`src/rtl/bundler_ctrl.sv`:
```
// rtl/bundler_ctrl.sv - sequences one bundling pass over DIM-bit HVs through a PAR_BITS-wide bundler_bits datapath
module bundler_ctrl #(
   parameter int NUM_HVS  = 5,
   parameter int PAR_BITS = 2,
   parameter int DIM      = 8,
   parameter int TIMEOUT  = 16
) (
   input  logic                             clk,
   input  logic                             nrst,
   input  logic                             start,
   input  logic [NUM_HVS-1:0][DIM-1:0]      hvs,
   input  logic [DIM-1:0]                   tie_hv,
   output logic                             busy,
   output logic                             done,
   output logic                             err,
   output logic [DIM-1:0]                   result_hv,
   output logic                             bnd_en,
   output logic [NUM_HVS-1:0][PAR_BITS-1:0] bnd_bits,
   output logic [PAR_BITS-1:0]              bnd_tie_bits,
   input  logic                             bnd_done,
   input  logic [PAR_BITS-1:0]              bnd_out_bits
);
   localparam int NUM_CHUNKS = DIM / PAR_BITS;
   localparam int CIDX_W     = (NUM_CHUNKS > 1) ? $clog2(NUM_CHUNKS) : 1;
   localparam logic [CIDX_W-1:0] LAST_CHUNK = CIDX_W'(NUM_CHUNKS - 1);
   // Last WAIT cycle index: the timeout FINISH lands TIMEOUT cycles after ISSUE.
   localparam logic [15:0] LAST_WAIT = (TIMEOUT >= 2) ? 16'(TIMEOUT - 2) : 16'd0;

   typedef enum logic [1:0] {S_IDLE, S_ISSUE, S_WAIT, S_FINISH} state_t;

   state_t            state_q, state_d;
   logic [CIDX_W-1:0] chunk_idx_q, chunk_idx_d;
   logic [15:0]       wait_cnt_q, wait_cnt_d;
   logic              err_q, err_d;
   logic [DIM-1:0]    result_q, result_d;

   always_ff @(posedge clk or negedge nrst) begin
      if (!nrst) begin
         state_q     <= S_IDLE;
         chunk_idx_q <= '0;
         wait_cnt_q  <= '0;
         err_q       <= 1'b0;
         result_q    <= '0;
      end else begin
         state_q     <= state_d;
         chunk_idx_q <= chunk_idx_d;
         wait_cnt_q  <= wait_cnt_d;
         err_q       <= err_d;
         result_q    <= result_d;
      end
   end

   // Chunk select follows the registered index so the datapath inputs hold through WAIT.
   always_comb begin
      bnd_bits     = '0;
      bnd_tie_bits = '0;
      for (int c = 0; c < NUM_CHUNKS; c++) begin
         if (chunk_idx_q == CIDX_W'(c)) begin
            for (int h = 0; h < NUM_HVS; h++) begin
               bnd_bits[h] = hvs[h][c*PAR_BITS +: PAR_BITS];
            end
            bnd_tie_bits = tie_hv[c*PAR_BITS +: PAR_BITS];
         end
      end
   end

   always_comb begin
      state_d     = state_q;
      chunk_idx_d = chunk_idx_q;
      wait_cnt_d  = wait_cnt_q;
      err_d       = err_q;
      result_d    = result_q;
      case (state_q)
         S_IDLE: begin
            if (start) begin
               state_d     = S_ISSUE;
               chunk_idx_d = '0;
               err_d       = 1'b0;
               result_d    = '0;
            end
         end
         S_ISSUE: begin
            wait_cnt_d = '0;
            state_d    = S_WAIT;
         end
         S_WAIT: begin
            if (bnd_done) begin
               for (int c = 0; c < NUM_CHUNKS; c++) begin
                  if (chunk_idx_q == CIDX_W'(c)) begin
                     result_d[c*PAR_BITS +: PAR_BITS] = bnd_out_bits;
                  end
               end
               if (chunk_idx_q == LAST_CHUNK) begin
                  state_d = S_FINISH;
               end else begin
                  chunk_idx_d = chunk_idx_q + 1'b1;
                  state_d     = S_ISSUE;
               end
            end else if (wait_cnt_q == LAST_WAIT) begin
               err_d   = 1'b1;
               state_d = S_FINISH;
            end else begin
               wait_cnt_d = wait_cnt_q + 16'd1;
            end
         end
         S_FINISH: begin
            chunk_idx_d = '0;
            state_d     = S_IDLE;
         end
         default: state_d = S_IDLE;
      endcase
   end

   assign busy      = (state_q != S_IDLE);
   assign done      = (state_q == S_FINISH);
   assign bnd_en    = (state_q == S_ISSUE);
   assign err       = err_q;
   assign result_hv = result_q;
endmodule
```
`config.mk`:
```
export PLATFORM = sky130hd
export DESIGN_NAME = bundler_ctrl
export DESIGN_NICKNAME = d
export VERILOG_FILES = /design/src/rtl/bundler_ctrl.sv
export SDC_FILE = /design/constraint.sdc
export NUM_CORES = 1
export LEC_CHECK = 0
export CORE_ASPECT_RATIO = 1.75
export CORE_UTILIZATION = 40
export DETAILED_ROUTE_END_ITERATION = 6
export HOLD_SLACK_MARGIN = 0.02
export PLACE_DENSITY = 0.75
export RECOVER_POWER = 25
export SYNTH_ARGS = -nofsm -noshare
export SYNTH_HDL_FRONTEND = slang
export SYNTH_SLANG_ARGS = --single-unit
```
`constraint.sdc`:
```
create_clock -name clk -period 5.8 [get_ports clk]
set_input_delay 0.87 -clock clk [delete_from_list [all_inputs] [get_ports clk]]
set_output_delay 0.87 -clock clk [all_outputs]
set_load 0.1 [all_outputs]
```
==> flow_metrics.tcl, run 1 <==
set metrics [dict create \
    slew_viol_final 30 \
    cts.sinks 29 \
    core_area_um2 5300 \
    hold_viol 0 \
    dr_total_vias 2311 \
    synth_async_sr_flop_share_pct 100 \
    fin_setup_tns_ps 0 \
    synthCells 259 \
    synth_area_leader_cell "dfrtp_1" \
    drc 0 \
    worstSetupPathDepth 6 \
    final_common_cell "clkdlybuf4s50_1" \
    grt_pass1_wl_um 10300 \
    crit_path_start_kind "register" \
    relSlewSlack_pct -6.40 \
    worstPathRequired_ps 4930 \
    p_sw_w 0.000892 \
    p_seq_share_pct 16.3 \
    hpwl_um 4730 \
    tritoncts "yes" \
    antenna_found_initial 0 \
    die_w_um 58.1 \
    cp_top_family "buffers and inverters" \
    start_util_pct 41.6 \
    yosys_warnings 0 \
    gp_congestion 0.920 \
    wl_um 6350 \
    worstMarginPinSlew_ps 1600 \
    first_pass_iters 4 \
    via_per_inst 5.79 \
    final_cell_mix "76 x clkdlybuf4s50_1, 35 x nand2_1, 29 x dfrtp_1" \
    cts_buffers 5 \
    p_clk_share_pct 14.0 \
    nFillCells 476 \
    crit_slowest_cell "clkdlybuf4s50_1" \
    critPathCaptureType "primary output" \
    cp.arrival_ps 3480 \
    crit_chain "inv_1 -> ha_1 -> nor2b_1 -> a221oi_1 -> o31ai_1 -> clkdlybuf4s50_1" \
    dpl_cell_area_um2 2990 \
    yosysSeqAreaShare_pct 32.9 \
    worstSetupPathType "register to primary output" \
    synth-main-ff-cell "dfrtp_1" \
    grt_usage_pct 22.9 \
    hold_buffers 0 \
    final_area_um2 3100 \
    rows 35 \
    power.internal_w 0.000640 \
    ant_nets 0 \
    hold_depth 2 \
    netSwitchingFraction_pct 58.2 \
    cts_setup_buffers 0 \
    ys_ff_latch 29 \
    nets 388 \
    synth.top_cell.area_share_pct 32.9 \
    critPathBufInv 2 \
    leakage_nw 1.17 \
    outcome "complete, but fails checks" \
    clk_path_buf_depth 2 \
    max_cap_viol_count 1 \
    drive_gt1_share_pct 5.85 \
    numPortBuffers 77 \
    setup_viol 0 \
    netlist_top_cells_area "dfrtp_1 33%, nor2b_1 6.5%, o31ai_1 6.5%" \
    max_freq_ghz 0.230 \
    finalClockSkew_ps 6.43 \
    grt_start_max_net_pins 30 \
    fin_crit_ps 4350 \
    synth.distinct_cells 53 \
    clk_latency_ps 280 \
    cts_resized 0 \
    num_io_pins 78 \
    syn_area_per_cell_um2 8.51 \
    first_global_vias 2194 \
    h-tree-depth 2 \
    die_area_um2 5820 \
    gr-total-overflow 0 \
    combPwrFrac_pct 69.6 \
    finalCritPeriodShare_pct 75.0 \
    max_stage_delay_ps 1190 \
    reg2regPathDepth 6 \
    die_height_um 100 \
    area_growth_pct 40.6 \
    antenna_cells 0 \
    synth_edf_count 0 \
    root_buffer "clkbuf_8" \
    wire_per_inst_um 15.9 \
    synth.cell_area_um2 2200 \
    drt-initial-drc-count 135 \
    worst-path-max-fanout 18 \
    whs_ps 494 \
    clk_pin_slew_ps 60 \
    syn_nets 323 \
    rsz0062_at_grt "false" \
    peakVddDrop_uv 270 \
    power.density_nw_per_um2 494 \
    hold_class "register to register" \
    violations "capacitance limit, slew limit" \
]
-- state kept, by name, summed over array words and instances, names as in the netlist --
signal / cells
err: 1
result_hv: 8
wait_cnt_q: 16
state_q: 2
chunk_idx_q: 2
-- worst register-to-register path, cell delays in order, from the launching register on --
cell and delay, ps:
dfrtp_1 410, inv_1 110, ha_1 560, nor2b_1 340
and2_1 430, nand2_1 260, o41ai_1 370
-- synthesized netlist by cell type, types with 3 or more instances --
master / number
ha_1: 10
nand2_1: 35
a221oi_1: 11
a21oi_1: 4
mux2i_1: 3
dfrtp_1: 29
o31ai_1: 19
nand3_1: 6
clkbuf_1: 16
nand4_1: 7
a41oi_1: 3
nor2_1: 8
o21ai_0: 15
nand3b_1: 3
and2_1: 3
a31oi_1: 13
nor2b_1: 23
inv_1: 7
-- routing by layer --
metal	vias up	wire [um]	GRT usage [%]
li1	1108	-	-
met1	1081	2340	23.2
met2	108	3380	43.0
met3	14	489	5.03
met4	0	139	10.3
met5	-	0	0
-- power groups by stage --
stage | Clock, W | Combinational [W] | Sequential [W]
after detailed placement | 0 | 0.00107 | 0.000254
after global routing | 0.000229 | 0.00113 | 0.000254
after floorplan | 0 | 0.000749 | 0.000329
after CTS | 0.000220 | 0.00107 | 0.000251
final | 0.000215 | 0.00107 | 0.000250
after global placement | 0 | 0.00107 | 0.000253
-- worst paths after layout --
path | to | slack (ps) | from
setup / recovery | bnd_bits[9] | 1450 | chunk_idx_q[1]$_DFFE_PN0P_
hold / removal | result_hv[3]$_DFFE_PN0P_ | 490 | result_hv[3]$_DFFE_PN0P_
setup reg to reg | wait_cnt_q[9]$_DFFE_PN0P_ | 3210 | state_q[0]$_DFFE_PN0P_
hold reg to reg | result_hv[3]$_DFFE_PN0P_ | 490 | result_hv[3]$_DFFE_PN0P_
max in group asynchronous | wait_cnt_q[15]$_DFFE_PN0P_ | 3340 | nrst
min in group asynchronous | wait_cnt_q[0]$_DFFE_PN0P_ | 1520 | nrst
-- area by class of cell --
| cell class | count | area, um2 | share of cell area, % |
|---|---|---|---|
| Multi-Input combinational cell | 202 | 1360 | 43.7 |
| Timing Repair Buffer | 79 | 782 | 25.2 |
| Sequential cell | 29 | 726 | 23.4 |
| Tap cell | 74 | 92.6 | 2.99 |
| Clock buffer | 7 | 86.3 | 2.79 |
| Clock inverter | 1 | 30.0 | 0.969 |
| Inverter | 7 | 26.3 | 0.848 |
-- metrics by stage --
step                      util [%]  instances  setup WS, ps  power [W]
final                         58.5        399          1450    0.00153
after global routing          58.5        399          1200    0.00161
after CTS                     58.5        399          1410    0.00154
after detailed placement      56.3        391          1720    0.00133
after global placement        56.3        391          1770    0.00132
after floorplan                  -        259          1390    0.00108
-- cell families (layout without fill, tap and decap cells) --
group	after synthesis	in the layout	share of synthesized area (%)
simple gates	107	107	27.6
buf+inv	28	94	5.57
flops	29	29	32.9
mux	3	3	1.36
fa+ha+maj	10	10	5.68
compound gates	82	82	26.9
Note: power is estimated with default switching activity, not from simulation.
==> run 2, diff against run 1 <==
PLACE_DENSITY = 0.78   (was 0.75)
clock period = 3.9 ns   (was 5.8 ns; I/O delays follow)
==> flow_metrics.tcl, run 2 (synthesis results as in run 1) <==
set metrics [dict create \
    cts.sinks 29 \
    worstMarginPinSlew_ps 1560 \
    max_cap_viol_count 1 \
    ant_nets 0 \
    die_area_um2 5820 \
    outcome "complete, but fails checks" \
    leakage_nw 1.22 \
    slew_viol_final 30 \
    hold_start "result_hv[1]$_DFFE_PN0P_" \
    crit_slowest_cell "nor2b_1" \
    top_register "wait_cnt_q" \
    wl_um 6520 \
    cp.arrival_ps 2640 \
    clk_latency_ps 280 \
    antenna_found_initial 0 \
    min_to "result_hv[1]$_DFFE_PN0P_" \
    relSlewSlack_pct -3.85 \
    rows 35 \
    grt_start_max_net_pins 30 \
    r2r_slack_ps 1260 \
    fin_util_pct 58.6 \
    worstSetupPathType "register to primary output" \
    cts_buffers 5 \
    worstReg2RegStart "state_q[0]$_DFFE_PN0P_" \
    hold_viol 0 \
    h-tree-depth 2 \
    nets 390 \
    post-place-cells 393 \
    area_growth_pct 40.9 \
    worstPathRequired_ps 3310 \
    gr-total-overflow 0 \
    max_freq_ghz 0.310 \
    largest_register_ffs 16 \
    max_stage_delay_ps 690 \
    r2r-end "wait_cnt_q[9]$_DFFE_PN0P_" \
    setup_viol 0 \
    peakVddDrop_uv 245 \
    clk_pin_slew_ps 70 \
    start_util_pct 41.6 \
    hpwl_um 4970 \
    die_height_um 100 \
    root_buffer "clkbuf_8" \
    instances_no_fill 401 \
    cts_setup_buffers 0 \
    cts_resized 0 \
    fin_setup_tns_ps 0 \
    tritoncts "yes" \
    antenna_cells 0 \
    gp_congestion 0.948 \
    reg2regPathDepth 6 \
    drc 0 \
    via_per_inst 5.86 \
    whs_ps 501 \
    clk_path_buf_depth 2 \
    first_pass_iters 4 \
    final_common_cell "clkdlybuf4s50_1" \
    numPortBuffers 77 \
    violations "capacitance limit, slew limit" \
    final_cell_mix "64 x clkdlybuf4s50_1, 35 x nand2_1, 29 x dfrtp_1" \
    hold_buffers 0 \
    drt-initial-drc-count 119 \
    hold_depth 2 \
    core_area_um2 5300 \
    worst-path-max-fanout 18 \
    crit_chain "inv_1 -> ha_1 -> nor2b_1 -> a221oi_1 -> o31ai_2 -> buf_4" \
    hold_class "register to register" \
    drive_gt1_share_pct 13.5 \
    num_io_pins 78 \
    finalClockSkew_ps 5.70 \
    fin_crit_ps 3220 \
    wire_per_inst_um 16.2 \
    grt_pass1_wl_um 10400 \
    grt_usage_pct 23.1 \
    finalCritPeriodShare_pct 82.6 \
    dr_total_vias 2351 \
    first_global_vias 2242 \
    die_w_um 58.1 \
    critPathCaptureType "primary output" \
    rsz0062_at_grt "false" \
    crit_path_start_kind "register" \
    power.density_nw_per_um2 711 \
]
==> run 2: how the worst max path moves through the flow <==
stage	startpoint	endpoint	slack, ps	cells after the start
6_report	chunk_idx_q[1]$_DFFE_PN0P_	bnd_bits[7]	680	6
2_1_floorplan	chunk_idx_q[1]$_DFFE_PN0P_	bnd_bits[0]	640	7
3_3_place_gp	chunk_idx_q[1]$_DFFE_PN0P_	bnd_bits[7]	1030	6
5_1_grt	chunk_idx_q[1]$_DFFE_PN0P_	bnd_bits[2]	520	6
4_1_cts	chunk_idx_q[1]$_DFFE_PN0P_	bnd_bits[7]	650	6
3_5_place_dp	chunk_idx_q[1]$_DFFE_PN0P_	bnd_bits[7]	960	6
==> run 2: report_power, final <==
part / switching (W) / total, W / internal, W / leakage, nW
registers: 0.0000338 / 0.000372 / 0.000338 / 0.400
clock network: 0.000114 / 0.000237 / 0.000123 / 0.0450
logic: 0.00120 / 0.00160 / 0.000398 / 0.772
==> run 2: layout make-up <==
| class | count | area, um2 |
|---|---|---|
| clock buffer | 6 | 72.6 |
| multi-input combinational | 202 | 1410 |
| sequential | 29 | 726 |
| inverter | 7 | 26.3 |
| clock inverter | 2 | 10.0 |
| tap | 74 | 92.6 |
| timing repair buffer | 81 | 767 |
| fill | 501 | 2190 |
==> run 2: routing by layer <==
| metal | global-route usage, % | up-vias | share of wire [%] |
|---|---|---|---|
| li1 | - | 1112 | - |
| met1 | 20.4 | 1110 | 34 |
| met2 | 45.7 | 116 | 55 |
| met3 | 5.80 | 13 | 9.2 |
| met4 | 11.5 | 0 | 2.4 |
| met5 | 0 | - | 0 |
==> run 2: per-stage QoR <==
stage                     worst slack, ps  cell area (um2)  power [W]
after floorplan                       637             2260    0.00164
after global placement               1030             3030    0.00197
after detailed placement              962             3030    0.00198
after CTS                             645             3110    0.00222
after global routing                  519             3100    0.00231
final                                 679             3100    0.00221
==> run 2: critical path: cells and delay by family (launching register included) <==
kind	cells	cell delay (ps)
buffers and inverters	2	420
AOI/OAI and AO/OA	2	460
and+or+nand+nor	1	690
adders and majority gates	1	400
DFF	1	370
